$ cat config.mk
export PLATFORM = sky130hd
export DESIGN_NAME = multicycle_control_unit_flat
export DESIGN_NICKNAME = d
export VERILOG_FILES = /design/src/rtl/multicycle_control_unit_pkg.sv /design/src/rtl/multicycle_control_unit_if.sv /design/src/rtl/multicycle_control_unit_alu_decoder.sv /design/src/rtl/multicycle_control_unit.sv /design/src/flat_wrapper.sv
export SDC_FILE = /design/constraint.sdc
export NUM_CORES = 1
export LEC_CHECK = 0
export CAP_MARGIN = 30
export CELL_PAD_IN_SITES_DETAIL_PLACEMENT = 0
export CELL_PAD_IN_SITES_GLOBAL_PLACEMENT = 1
export CORE_MARGIN = 2
export CORE_UTILIZATION = 28
export CTS_CLUSTER_DIAMETER = 100
export DETAILED_ROUTE_END_ITERATION = 8
export PLACE_DENSITY_LB_ADDON = 0.05
export SYNTH_ARGS = -nofsm -noshare
export SYNTH_HDL_FRONTEND = slang
export SYNTH_SLANG_ARGS = --single-unit
export TNS_END_PERCENT = 30
$ cat constraint.sdc
create_clock -name clk -period 3.2 [get_ports clk]
set_input_delay 0.32 -clock clk [delete_from_list [all_inputs] [get_ports clk]]
set_output_delay 0.32 -clock clk [all_outputs]
set_load 0.05 [all_outputs]
$ cat src/rtl/multicycle_control_unit_pkg.sv
// Shared encodings for the multi-cycle RISC-V control path:
// ALU op codes, FSM states, opcodes and datapath mux selects.
package riscv_ctrl_pkg;

    typedef enum logic [3:0] {
        ALU_ADD = 4'b0000,
        ALU_SUB = 4'b0001,
        ALU_AND = 4'b0010,
        ALU_OR  = 4'b0011,
        ALU_XOR = 4'b0100,
        ALU_SLL = 4'b0101,
        ALU_SRL = 4'b0110,
        ALU_SLT = 4'b0111,
        ALU_LUI = 4'b1000,
        ALU_ORI = 4'b1001
    } alu_op_t;

    typedef enum logic [3:0] {
        S_FETCH    = 4'd0,
        S_DECODE   = 4'd1,
        S_MEMADR   = 4'd2,
        S_MEMREAD  = 4'd3,
        S_MEMWB    = 4'd4,
        S_MEMWRITE = 4'd5,
        S_EXECR    = 4'd6,
        S_EXECI    = 4'd7,
        S_ALUWB    = 4'd8,
        S_BRANCH   = 4'd9,
        S_JAL      = 4'd10,
        S_LUI      = 4'd11
    } state_t;

    // Which rule the ALU decoder applies in the current state.
    typedef enum logic [2:0] {
        CLS_ADD,
        CLS_SUB,
        CLS_EXECR,
        CLS_EXECI,
        CLS_BRANCH,
        CLS_LUI
    } alu_cls_t;

    localparam logic [6:0] OPC_LOAD   = 7'b0000011;
    localparam logic [6:0] OPC_STORE  = 7'b0100011;
    localparam logic [6:0] OPC_RTYPE  = 7'b0110011;
    localparam logic [6:0] OPC_ITYPE  = 7'b0010011;
    localparam logic [6:0] OPC_BRANCH = 7'b1100011;
    localparam logic [6:0] OPC_JAL    = 7'b1101111;
    localparam logic [6:0] OPC_LUI    = 7'b0110111;

    localparam logic [1:0] SRC_A_PC    = 2'b00;
    localparam logic [1:0] SRC_A_OLDPC = 2'b01;
    localparam logic [1:0] SRC_A_RS1   = 2'b10;

    localparam logic [1:0] SRC_B_RS2  = 2'b00;
    localparam logic [1:0] SRC_B_IMM  = 2'b01;
    localparam logic [1:0] SRC_B_FOUR = 2'b10;

    localparam logic [1:0] RES_ALUOUT  = 2'b00;
    localparam logic [1:0] RES_MEMDATA = 2'b01;
    localparam logic [1:0] RES_ALU     = 2'b10;

    localparam logic [2:0] IMM_I = 3'b000;
    localparam logic [2:0] IMM_S = 3'b001;
    localparam logic [2:0] IMM_B = 3'b010;
    localparam logic [2:0] IMM_J = 3'b011;
    localparam logic [2:0] IMM_U = 3'b100;

endpackage

$ cat src/rtl/multicycle_control_unit_if.sv
// Control <-> datapath bundle: instruction fields and Zero in,
// enables, mux selects, ALU op, illegal pulse and state out.
interface multicycle_control_unit_if #(
    parameter int OP_W    = 4,
    parameter int STATE_W = 4
);
    logic [6:0]         Opcode_i;
    logic [2:0]         Funct3_i;
    logic               Funct7_b5_i;
    logic               Zero_i;
    logic               PC_Write_o;
    logic               IR_Write_o;
    logic               Mem_Write_o;
    logic               Reg_Write_o;
    logic               Adr_Src_o;
    logic [1:0]         Result_Src_o;
    logic [1:0]         ALU_Src_A_o;
    logic [1:0]         ALU_Src_B_o;
    logic [2:0]         Imm_Src_o;
    logic [OP_W-1:0]    ALU_Operation_o;
    logic               Illegal_Instr_o;
    logic [STATE_W-1:0] State_o;

    modport master (
        input  Opcode_i, Funct3_i, Funct7_b5_i, Zero_i,
        output PC_Write_o, IR_Write_o, Mem_Write_o,
        output Reg_Write_o, Adr_Src_o, Result_Src_o,
        output ALU_Src_A_o, ALU_Src_B_o, Imm_Src_o,
        output ALU_Operation_o, Illegal_Instr_o, State_o
    );

    modport slave (
        output Opcode_i, Funct3_i, Funct7_b5_i, Zero_i,
        input  PC_Write_o, IR_Write_o, Mem_Write_o,
        input  Reg_Write_o, Adr_Src_o, Result_Src_o,
        input  ALU_Src_A_o, ALU_Src_B_o, Imm_Src_o,
        input  ALU_Operation_o, Illegal_Instr_o, State_o
    );
endinterface

$ cat src/rtl/multicycle_control_unit_alu_decoder.sv
// ALU decoder: (class, funct3, funct7_b5) -> ALU op + illegal.
// Ports: cls, funct3, funct7_b5 in; alu_op, illegal out.
module alu_decoder
    import riscv_ctrl_pkg::*;
(
    input  alu_cls_t    cls,
    input  logic [2:0]  funct3,
    input  logic        funct7_b5,
    output alu_op_t     alu_op,
    output logic        illegal
);
    logic is_r;

    assign is_r = (cls == CLS_EXECR);

    always_comb begin
        alu_op  = ALU_ADD;
        illegal = 1'b0;
        unique case (cls)
            CLS_SUB: alu_op = ALU_SUB;
            CLS_LUI: alu_op = ALU_LUI;
            CLS_BRANCH: begin
                alu_op  = ALU_SUB;
                // only beq (000) and bne (001)
                illegal = (funct3[2:1] != 2'b00);
            end
            CLS_EXECR, CLS_EXECI: begin
                unique case (funct3)
                    3'b000: begin
                        // addi ignores bit 30
                        if (is_r && funct7_b5) alu_op = ALU_SUB;
                        else                   alu_op = ALU_ADD;
                    end
                    3'b001: alu_op = ALU_SLL;
                    3'b010: alu_op = ALU_SLT;
                    3'b011: illegal = 1'b1;
                    3'b100: alu_op = ALU_XOR;
                    3'b101: alu_op = ALU_SRL;
                    3'b110: begin
                        if (is_r) alu_op = ALU_OR;
                        else      alu_op = ALU_ORI;
                    end
                    default: alu_op = ALU_AND;
                endcase
            end
            default: alu_op = ALU_ADD;
        endcase
    end
endmodule

$ cat src/rtl/multicycle_control_unit.sv
// Multi-cycle RISC-V control FSM (lw/sw/R/I/beq/bne/jal/lui).
// Ports: clk, reset (async, active-low), bus (master side).
module multicycle_control_unit
    import riscv_ctrl_pkg::*;
#(
    parameter int OP_W    = 4,
    parameter int STATE_W = 4
) (
    input  logic                       clk,
    input  logic                       reset,
    multicycle_control_unit_if.master  bus
);
    state_t     state, state_nxt;
    alu_cls_t   cls;
    alu_op_t    alu_op;
    logic       dec_ill;
    logic       opc_ill;
    logic       pc_w, ir_w, mem_w, reg_w, adr;
    logic [1:0] res, src_a, src_b;
    logic [2:0] imm;
    logic [6:0] opc;
    logic [2:0] f3;

    assign opc = bus.Opcode_i;
    assign f3  = bus.Funct3_i;

    always_ff @(posedge clk or negedge reset) begin
        if (!reset) state <= S_FETCH;
        else        state <= state_nxt;
    end

    alu_decoder u_alu_dec (
        .cls       (cls),
        .funct3    (f3),
        .funct7_b5 (bus.Funct7_b5_i),
        .alu_op    (alu_op),
        .illegal   (dec_ill)
    );

    always_comb begin
        state_nxt = S_FETCH;
        cls       = CLS_ADD;
        opc_ill   = 1'b0;
        pc_w      = 1'b0;
        ir_w      = 1'b0;
        mem_w     = 1'b0;
        reg_w     = 1'b0;
        adr       = 1'b0;
        res       = RES_ALUOUT;
        src_a     = SRC_A_PC;
        src_b     = SRC_B_RS2;
        imm       = IMM_I;
        unique case (state)
            S_FETCH: begin
                ir_w      = 1'b1;
                pc_w      = 1'b1;
                src_b     = SRC_B_FOUR;
                res       = RES_ALU;
                state_nxt = S_DECODE;
            end
            S_DECODE: begin
                src_a = SRC_A_OLDPC;
                src_b = SRC_B_IMM;
                unique case (opc)
                    OPC_LOAD: state_nxt = S_MEMADR;
                    OPC_STORE: begin
                        imm       = IMM_S;
                        state_nxt = S_MEMADR;
                    end
                    OPC_RTYPE: state_nxt = S_EXECR;
                    OPC_ITYPE: state_nxt = S_EXECI;
                    OPC_BRANCH: begin
                        imm       = IMM_B;
                        state_nxt = S_BRANCH;
                    end
                    OPC_JAL: begin
                        imm       = IMM_J;
                        state_nxt = S_JAL;
                    end
                    OPC_LUI: begin
                        imm       = IMM_U;
                        state_nxt = S_LUI;
                    end
                    default: opc_ill = 1'b1;
                endcase
            end
            S_MEMADR: begin
                src_a = SRC_A_RS1;
                src_b = SRC_B_IMM;
                if (opc == OPC_STORE) begin
                    imm       = IMM_S;
                    state_nxt = S_MEMWRITE;
                end else begin
                    state_nxt = S_MEMREAD;
                end
            end
            S_MEMREAD: begin
                adr       = 1'b1;
                state_nxt = S_MEMWB;
            end
            S_MEMWB: begin
                res   = RES_MEMDATA;
                reg_w = 1'b1;
            end
            S_MEMWRITE: begin
                adr   = 1'b1;
                mem_w = 1'b1;
            end
            S_EXECR: begin
                cls   = CLS_EXECR;
                src_a = SRC_A_RS1;
                if (!dec_ill) state_nxt = S_ALUWB;
            end
            S_EXECI: begin
                cls   = CLS_EXECI;
                src_a = SRC_A_RS1;
                src_b = SRC_B_IMM;
                if (!dec_ill) state_nxt = S_ALUWB;
            end
            S_ALUWB: reg_w = 1'b1;
            S_BRANCH: begin
                cls   = CLS_BRANCH;
                src_a = SRC_A_RS1;
                unique case (f3)
                    3'b000:  pc_w = bus.Zero_i;
                    3'b001:  pc_w = !bus.Zero_i;
                    default: pc_w = 1'b0;
                endcase
            end
            S_JAL: begin
                src_a     = SRC_A_OLDPC;
                src_b     = SRC_B_FOUR;
                pc_w      = 1'b1;
                state_nxt = S_ALUWB;
            end
            S_LUI: begin
                cls       = CLS_LUI;
                src_b     = SRC_B_IMM;
                imm       = IMM_U;
                state_nxt = S_ALUWB;
            end
            default: state_nxt = S_FETCH;
        endcase
    end

    // Outputs are held quiet while reset is low, even though the
    // state register already reads FETCH.
    always_comb begin
        bus.PC_Write_o      = reset & pc_w;
        bus.IR_Write_o      = reset & ir_w;
        bus.Mem_Write_o     = reset & mem_w;
        bus.Reg_Write_o     = reset & reg_w;
        bus.Adr_Src_o       = reset & adr;
        bus.Illegal_Instr_o = reset & (opc_ill | dec_ill);
        bus.Result_Src_o    = reset ? res   : 2'b00;
        bus.ALU_Src_A_o     = reset ? src_a : 2'b00;
        bus.ALU_Src_B_o     = reset ? src_b : 2'b00;
        bus.Imm_Src_o       = reset ? imm   : 3'b000;
        bus.ALU_Operation_o = reset ? OP_W'(alu_op) : '0;
        bus.State_o         = STATE_W'(state);
    end
endmodule
$ cat src/flat_wrapper.sv
// flat-port wrapper written by rule: the top's interface ports become plain ports
module multicycle_control_unit_flat import riscv_ctrl_pkg::*;
#(
    parameter int OP_W    = 4,
    parameter int STATE_W = 4
)
  (clk, reset, bus_Opcode_i, bus_Funct3_i, bus_Funct7_b5_i, bus_Zero_i, bus_PC_Write_o, bus_IR_Write_o, bus_Mem_Write_o, bus_Reg_Write_o, bus_Adr_Src_o, bus_Result_Src_o, bus_ALU_Src_A_o, bus_ALU_Src_B_o, bus_Imm_Src_o, bus_ALU_Operation_o, bus_Illegal_Instr_o, bus_State_o);
  multicycle_control_unit_if #(.OP_W(OP_W), .STATE_W(STATE_W)) bus_i ();
  input  logic clk;
  input  logic reset;
  input wire logic [$bits(bus_i.Opcode_i)-1:0] bus_Opcode_i;
  input wire logic [$bits(bus_i.Funct3_i)-1:0] bus_Funct3_i;
  input wire logic [$bits(bus_i.Funct7_b5_i)-1:0] bus_Funct7_b5_i;
  input wire logic [$bits(bus_i.Zero_i)-1:0] bus_Zero_i;
  output wire logic [$bits(bus_i.PC_Write_o)-1:0] bus_PC_Write_o;
  output wire logic [$bits(bus_i.IR_Write_o)-1:0] bus_IR_Write_o;
  output wire logic [$bits(bus_i.Mem_Write_o)-1:0] bus_Mem_Write_o;
  output wire logic [$bits(bus_i.Reg_Write_o)-1:0] bus_Reg_Write_o;
  output wire logic [$bits(bus_i.Adr_Src_o)-1:0] bus_Adr_Src_o;
  output wire logic [$bits(bus_i.Result_Src_o)-1:0] bus_Result_Src_o;
  output wire logic [$bits(bus_i.ALU_Src_A_o)-1:0] bus_ALU_Src_A_o;
  output wire logic [$bits(bus_i.ALU_Src_B_o)-1:0] bus_ALU_Src_B_o;
  output wire logic [$bits(bus_i.Imm_Src_o)-1:0] bus_Imm_Src_o;
  output wire logic [$bits(bus_i.ALU_Operation_o)-1:0] bus_ALU_Operation_o;
  output wire logic [$bits(bus_i.Illegal_Instr_o)-1:0] bus_Illegal_Instr_o;
  output wire logic [$bits(bus_i.State_o)-1:0] bus_State_o;
  assign bus_i.Opcode_i = bus_Opcode_i;
  assign bus_i.Funct3_i = bus_Funct3_i;
  assign bus_i.Funct7_b5_i = bus_Funct7_b5_i;
  assign bus_i.Zero_i = bus_Zero_i;
  assign bus_PC_Write_o = bus_i.PC_Write_o;
  assign bus_IR_Write_o = bus_i.IR_Write_o;
  assign bus_Mem_Write_o = bus_i.Mem_Write_o;
  assign bus_Reg_Write_o = bus_i.Reg_Write_o;
  assign bus_Adr_Src_o = bus_i.Adr_Src_o;
  assign bus_Result_Src_o = bus_i.Result_Src_o;
  assign bus_ALU_Src_A_o = bus_i.ALU_Src_A_o;
  assign bus_ALU_Src_B_o = bus_i.ALU_Src_B_o;
  assign bus_Imm_Src_o = bus_i.Imm_Src_o;
  assign bus_ALU_Operation_o = bus_i.ALU_Operation_o;
  assign bus_Illegal_Instr_o = bus_i.Illegal_Instr_o;
  assign bus_State_o = bus_i.State_o;
  multicycle_control_unit #(.OP_W(OP_W), .STATE_W(STATE_W)) u_core (.clk(clk), .reset(reset), .bus(bus_i));
endmodule
## Word level (Yosys, flattened, before mapping)

Cells that the tools add are included.

| storage, ports and cells | value |
|---|---|
| flip-flop bits (word level) | 4 |
| input bits | 14 |
| output and inout bits | 23 |
| word-level logic and storage cells | 84 |

| cells by class | value |
|---|---|
| equality and inequality tests | 29 |
| mux-type cells | 30 |
| bitwise gates (word level) | 7 |
| reduce and logical (&&, ||, !) cells | 17 |

Operators by type and width:

| cell | number |
|---|---|
| one-hot mux 4 bit (6 select lines) | 2 |
| one-hot mux 4 bit (7 select lines) | 1 |
| one-hot mux 3 bit (4 select lines) | 2 |
| == test 7 x 6 -> 1 bit (second input constant) | 3 |
| OR reduction 2 bit | 9 |
| == test 4 x 3 -> 1 bit (second input constant) | 4 |
| == test 4 bit (second input constant) | 4 |
| == test 3 bit (second input constant) | 5 |
| == test 7 bit (second input constant) | 2 |
| == test 3 x 2 -> 1 bit (second input constant) | 4 |
| two-way mux 4 bit | 3 |
| one-hot mux 2 bit (2 select lines) | 3 |
| one-hot mux 4 bit (3 select lines) | 1 |
| two-way mux 1 bit | 9 |
| one-hot mux 3 bit (3 select lines) | 1 |
| == test 4 x 2 -> 1 bit (second input constant) | 2 |
| OR reduction 4 bit | 2 |
| == test 7 x 2 -> 1 bit (second input constant) | 1 |
| == test 7 x 5 -> 1 bit (second input constant) | 1 |
| OR reduction 7 bit | 1 |
| AND 1 bit | 6 |
| == test 3 x 1 -> 1 bit (second input constant) | 2 |
| two-way mux 2 bit | 3 |
| two-way mux 3 bit | 2 |
| other kinds (8) | 10 |

## Longest topological paths before layout

| logic depth | value |
|---|---|
| depth in word-level cells | 8 |
| gate-level depth with buffers | 5 |
| gate-level depth less buffers | 4 |

## Hierarchy

Synthesis repeated with hierarchy kept, for this count alone.

| unflattened totals | value |
|---|---|
| cells, all modules | 114 |
| area total of the unflattened synthesis | 789.5 um^2 |

By module, submodules not included:

| module | instances | cells each | area each (um^2) | seq. area each (um^2) |
|---|---|---|---|---|
| multicycle_control_unit | 1 | 92 | 654.4 | 100.1 |
| alu_decoder | 1 | 22 | 135.1 | 0.0 |

## Worst setup path after synthesis

OpenSTA, ideal clock, no wires.

| path | value |
|---|---|
| kind | register to output |
| start point | register u_core.state[1], in the netlist u_core.bus.State_o[1] |
| end point | output bus_Result_Src_o[1] |
| arrival | 2.527 ns |
| required time | 2.880 ns |
| slack | 0.353 ns |
| cell stages (with the launch flop) | 6 |
| path buffers | 2 |
| path through | dfrtp_1 > buf_2 > nor2_1 > nand2_1 > nor3_1 > buf_4 |

| on the way | value |
|---|---|
| cells in the longest elaborated chain, start to end | 3 |
| elaborated cells on any way between the ends | 4 |
| those cells by class | eq/ne: 1; mux: 2; reduce/logical: 1 |

RTL lines:

| element | line | source |
|---|---|---|
| start: declaration | multicycle_control_unit.sv:13 | `state_t state, state_nxt;` |
| start signal: assignment | multicycle_control_unit.sv:29 | `else state <= state_nxt;` |
| == test 4 x 3 -> 1 bit or logical NOT 4 bit (tied branches) | multicycle_control_unit.sv:53 | `unique case (state)` |
| one-hot mux 2 bit (2 select lines) * | multicycle_control_unit.sv:53 |  |
| two-way mux 2 bit * | multicycle_control_unit.sv:155 | `bus.Result_Src_o = reset ? res : 2'b00;` |
| end: declaration | flat_wrapper.sv:20 | `output wire logic [$bits(bus_i.Result_Src_o)-1:0] bus_Result_Src_o;` |

Every way passes the cells marked *; elsewhere a longest branch is shown, timed or not.

## Worst setup path in the final report

| path | value |
|---|---|
| start point | register u_core.state[1], in the netlist u_core.bus.State_o[1] |
| end point | output bus_Illegal_Instr_o |

| on the way | value |
|---|---|
| cells in the longest elaborated chain, start to end | 7 |
| elaborated cells on any way between the ends | 14 |
| those cells by class | eq/ne: 8; mux: 3; bitwise: 2; reduce/logical: 1 |

RTL lines:

| element | line | source |
|---|---|---|
| == test 4 bit or == test 4 x 3 -> 1 bit (tied branches) | multicycle_control_unit.sv:53 |  |
| one-hot mux 3 bit (4 select lines) | multicycle_control_unit.sv:53 |  |
| == test 3 x 2 -> 1 bit | multicycle_control_unit_alu_decoder.sv:19 | `unique case (cls)` |
| OR reduction 2 bit | multicycle_control_unit_alu_decoder.sv:19 |  |
| one-hot mux 1 bit (2 select lines) | multicycle_control_unit_alu_decoder.sv:19 |  |
| bitwise OR 1 bit * | multicycle_control_unit.sv:154 | `bus.Illegal_Instr_o = reset & (opc_ill \| dec_ill);` |
| AND 1 bit * | multicycle_control_unit.sv:154 |  |
| end: declaration | flat_wrapper.sv:25 | `output wire logic [$bits(bus_i.Illegal_Instr_o)-1:0] bus_Illegal_Instr_o;` |

Marks and branches as above.

==> impl_metrics.yaml <==
power:
  power.ir.vdd_worst_mv: 0.220
  pwr_density_cell_nw_per_um2: 490
  p_leak_nw: 0.406
  finalPower_uw: 547
logic_synthesis:
  post-synth-top-count-cell: "sky130_fd_sc_hd__nand2_1"
  synth_area_leader_cell: "sky130_fd_sc_hd__dfrtp_1"
  synth.cells.most_frequent: "17 x sky130_fd_sc_hd__nand2_1, 10 x sky130_fd_sc_hd__nor2_1, 8 x sky130_fd_sc_hd__a21oi_1, 8 x sky130_fd_sc_hd__nor2b_1, 6 x sky130_fd_sc_hd__nor3_1"
  synth-main-ff-cell: "sky130_fd_sc_hd__dfrtp_1"
  synth_top_cells_by_area: "sky130_fd_sc_hd__dfrtp_1 14%, sky130_fd_sc_hd__nand2_1 8.9%, sky130_fd_sc_hd__nor2b_1 7.0%, sky130_fd_sc_hd__a21oi_1 5.6%, sky130_fd_sc_hd__nor2_1 5.3%"
  syn_inst: 106
  mappedNetlistArea_um2: 714
  synth_enable_flop_cells: 0
  async_flop_share_pct: 100
  synth-seq-area-share_pct: 14.0
  syn_area_per_cell_um2: 6.74
  yosys_register_bits: 4
  yosysWarningCount: 0
  synth_top_area_share_pct: 14.0
  ys_types: 37
  synthesis.nets: 120
floorplanning:
  die_h_um: 54.5
  start_util_pct: 29.1
  core_area_um2: 2450
  die_area_um2: 2970
  rows: 18
  floorplan.io_pins: 37
  die_width_um: 54.5
final_layout:
  multi_input_comb_area_um2: 568
  largest_register_ffs: 4
  drive_gt1_share_pct: 8.57
  antennaDiodeCount: 0
  utilization_pct: 45.5
  layout.cell_area.non_filler_um2: 1120
  post_layout_nonfiller_instances: 170
  flow.area_growth_from_synthesis_pct: 56.2
  sequential_cell_area_um2: 100
  nNetsFinal: 156
  fill_cells: 279
timing:
  finalWorstPathRequiredPeriod_ps: 2840
  hold_fails_final_rpt: 0
  timing.final.ws_setup_ps: 359
  max_transition_viols_final: 0
  finalSetupViolations: 0
  timing_worst_slew_pin_value_ps: 498
  fmax_mhz: 352
  fin_setup_tns_ps: 0
  clock-skew-final_ps: 3.37
  post-route-period-util_pct: 88.8
  maxSlewHeadroom_pct: 66.7
  fin_worst_hold_slack_ps: 388
  setup_repair_after_global_routing_missed_its_margin: "false"
clock_network:
  cts_hold_repair.buffers: 0
  cts_tree: "built"
  postCtsSetupRepairBufs: 0
  ctsLongestPathBuffers: 2
  cts-resized-gates: 0
  cts_root_buf: "sky130_fd_sc_hd__clkbuf_4"
  numCtsBuffers: 3
  clkTransAtPathRegs_ps: 40
  htree_num_levels: 1
  cts.sinks: 4
  worstSkewPairLatency_ps: 240
setup_path:
  critical_path.endpoint_type: "output pin"
  crit_path_start: "u_core.bus.State_o[1]$_DFF_PN0_"
  rr_startpoint: "u_core.bus.State_o[1]$_DFF_PN0_"
  rr_worst_depth: 3
  crit_path_dat_ps: 2520
  timing.critical_path.from_type: "flop"
  crit_path_max_fanout: 12
  critical_path_start_end_classification: "reg -> out"
  worstPathRequired_ps: 2880
grt:
  groute.usage.overall_pct: 16.1
  vias_in_the_first_global_route: 804
  first_pass_grt_wire_length_um: 3510
  grt_max_degree: 16
  initial_antenna_violation_count: 0
  grt_overflow_total: 0
place:
  gpl.final_weighted_congestion: 0.758
  dp_slack_ps: 479
  detailed_place.area_um2: 1090
  dp_cell_count: 167
  portBuffers: 36
  hpwl_um: 1710
route:
  post-route-drc-count: 0
  wl_um: 2210
  drt_iter0_markers: 15
  via_per_inst: 5.14
  wirelength_per_cell_um: 13.0
  via_count: 873
  postRouteAntennaNets: 0
  pre_antenna_drt_iters: 4
run:
  maxcap_viol_count: 0
status:
  status: "finished, final reports clean"
hold_path:
  holdCritPathClass: "in -> async"
==> kinds of logic (layout without fill, tap and decap cells) <==
group | after synthesis | in the layout | synth area share [%]
compound gates | 27 | 27 | 24.5
flops | 4 | 4 | 14.0
buf+inv | 10 | 44 | 6.48
mux | 1 | 1 | 1.58
simple gates | 58 | 58 | 46.1
xor+xnor | 6 | 6 | 7.36
==> worst max-delay path: stages (launching register included) <==
cell and delay, ps:
sky130_fd_sc_hd__dfrtp_1 490, sky130_fd_sc_hd__nor2b_1 420, sky130_fd_sc_hd__nand3_1 200, sky130_fd_sc_hd__o32ai_1 320, sky130_fd_sc_hd__clkdlybuf4s50_1 860
==> routing by layer <==
metal / track usage [%] / vias up / part of all wire [%]
met2: 28.9 / 27 / 51
met5: 0 / - / 0
met4: 7.50 / 0 / 0.86
met3: 0.820 / 2 / 4.7
li1: - / 442 / -
met1: 19.3 / 402 / 44
==> layout by cell type (no fill, tap or decap), drive strengths merged, types with 2 or more instances in the layout <==
| cell type | instances |
|---|---|
| buf | 4 |
| dfrtp | 4 |
| clkbuf | 3 |
| a21oi | 8 |
| a21boi | 2 |
| inv | 2 |
| clkdlybuf4s50 | 35 |
| nand2b | 3 |
| o211ai | 2 |
| o32ai | 2 |
| o21ai | 6 |
| nor3 | 7 |
| nand3 | 4 |
| xor2 | 3 |
| xnor2 | 3 |
| nor2 | 11 |
| nand2 | 17 |
| nor2b | 8 |
==> where the power goes <==
| part | internal [mW] | total [mW] | switching, mW |
|---|---|---|---|
| Clock | 0.0420 | 0.0633 | 0.0213 |
| Combinational | 0.142 | 0.412 | 0.270 |
| Sequential | 0.0601 | 0.0723 | 0.0122 |
==> area by class of cell <==
class                      instances  share of cell area, %
tap                               30                   3.36
multi-input combinational         92                   50.9
sequential                         4                   8.97
inverter                           2                  0.673
timing repair buffer              39                   34.1
clock buffer                       3                   2.02
==> final timing paths <==
check | slack (ps) | endpoint
min in group clk | 640 | u_core.bus.State_o[0]$_DFF_PN0_
min | 390 | u_core.bus.State_o[3]$_DFF_PN0_
max | 360 | bus_Illegal_Instr_o
max reg2reg | 1930 | u_core.bus.State_o[1]$_DFF_PN0_
max in group asynchronous | 2520 | u_core.bus.State_o[1]$_DFF_PN0_
min reg2reg | 640 | u_core.bus.State_o[0]$_DFF_PN0_
No activity file was read; power rests on OpenSTA's default activity.
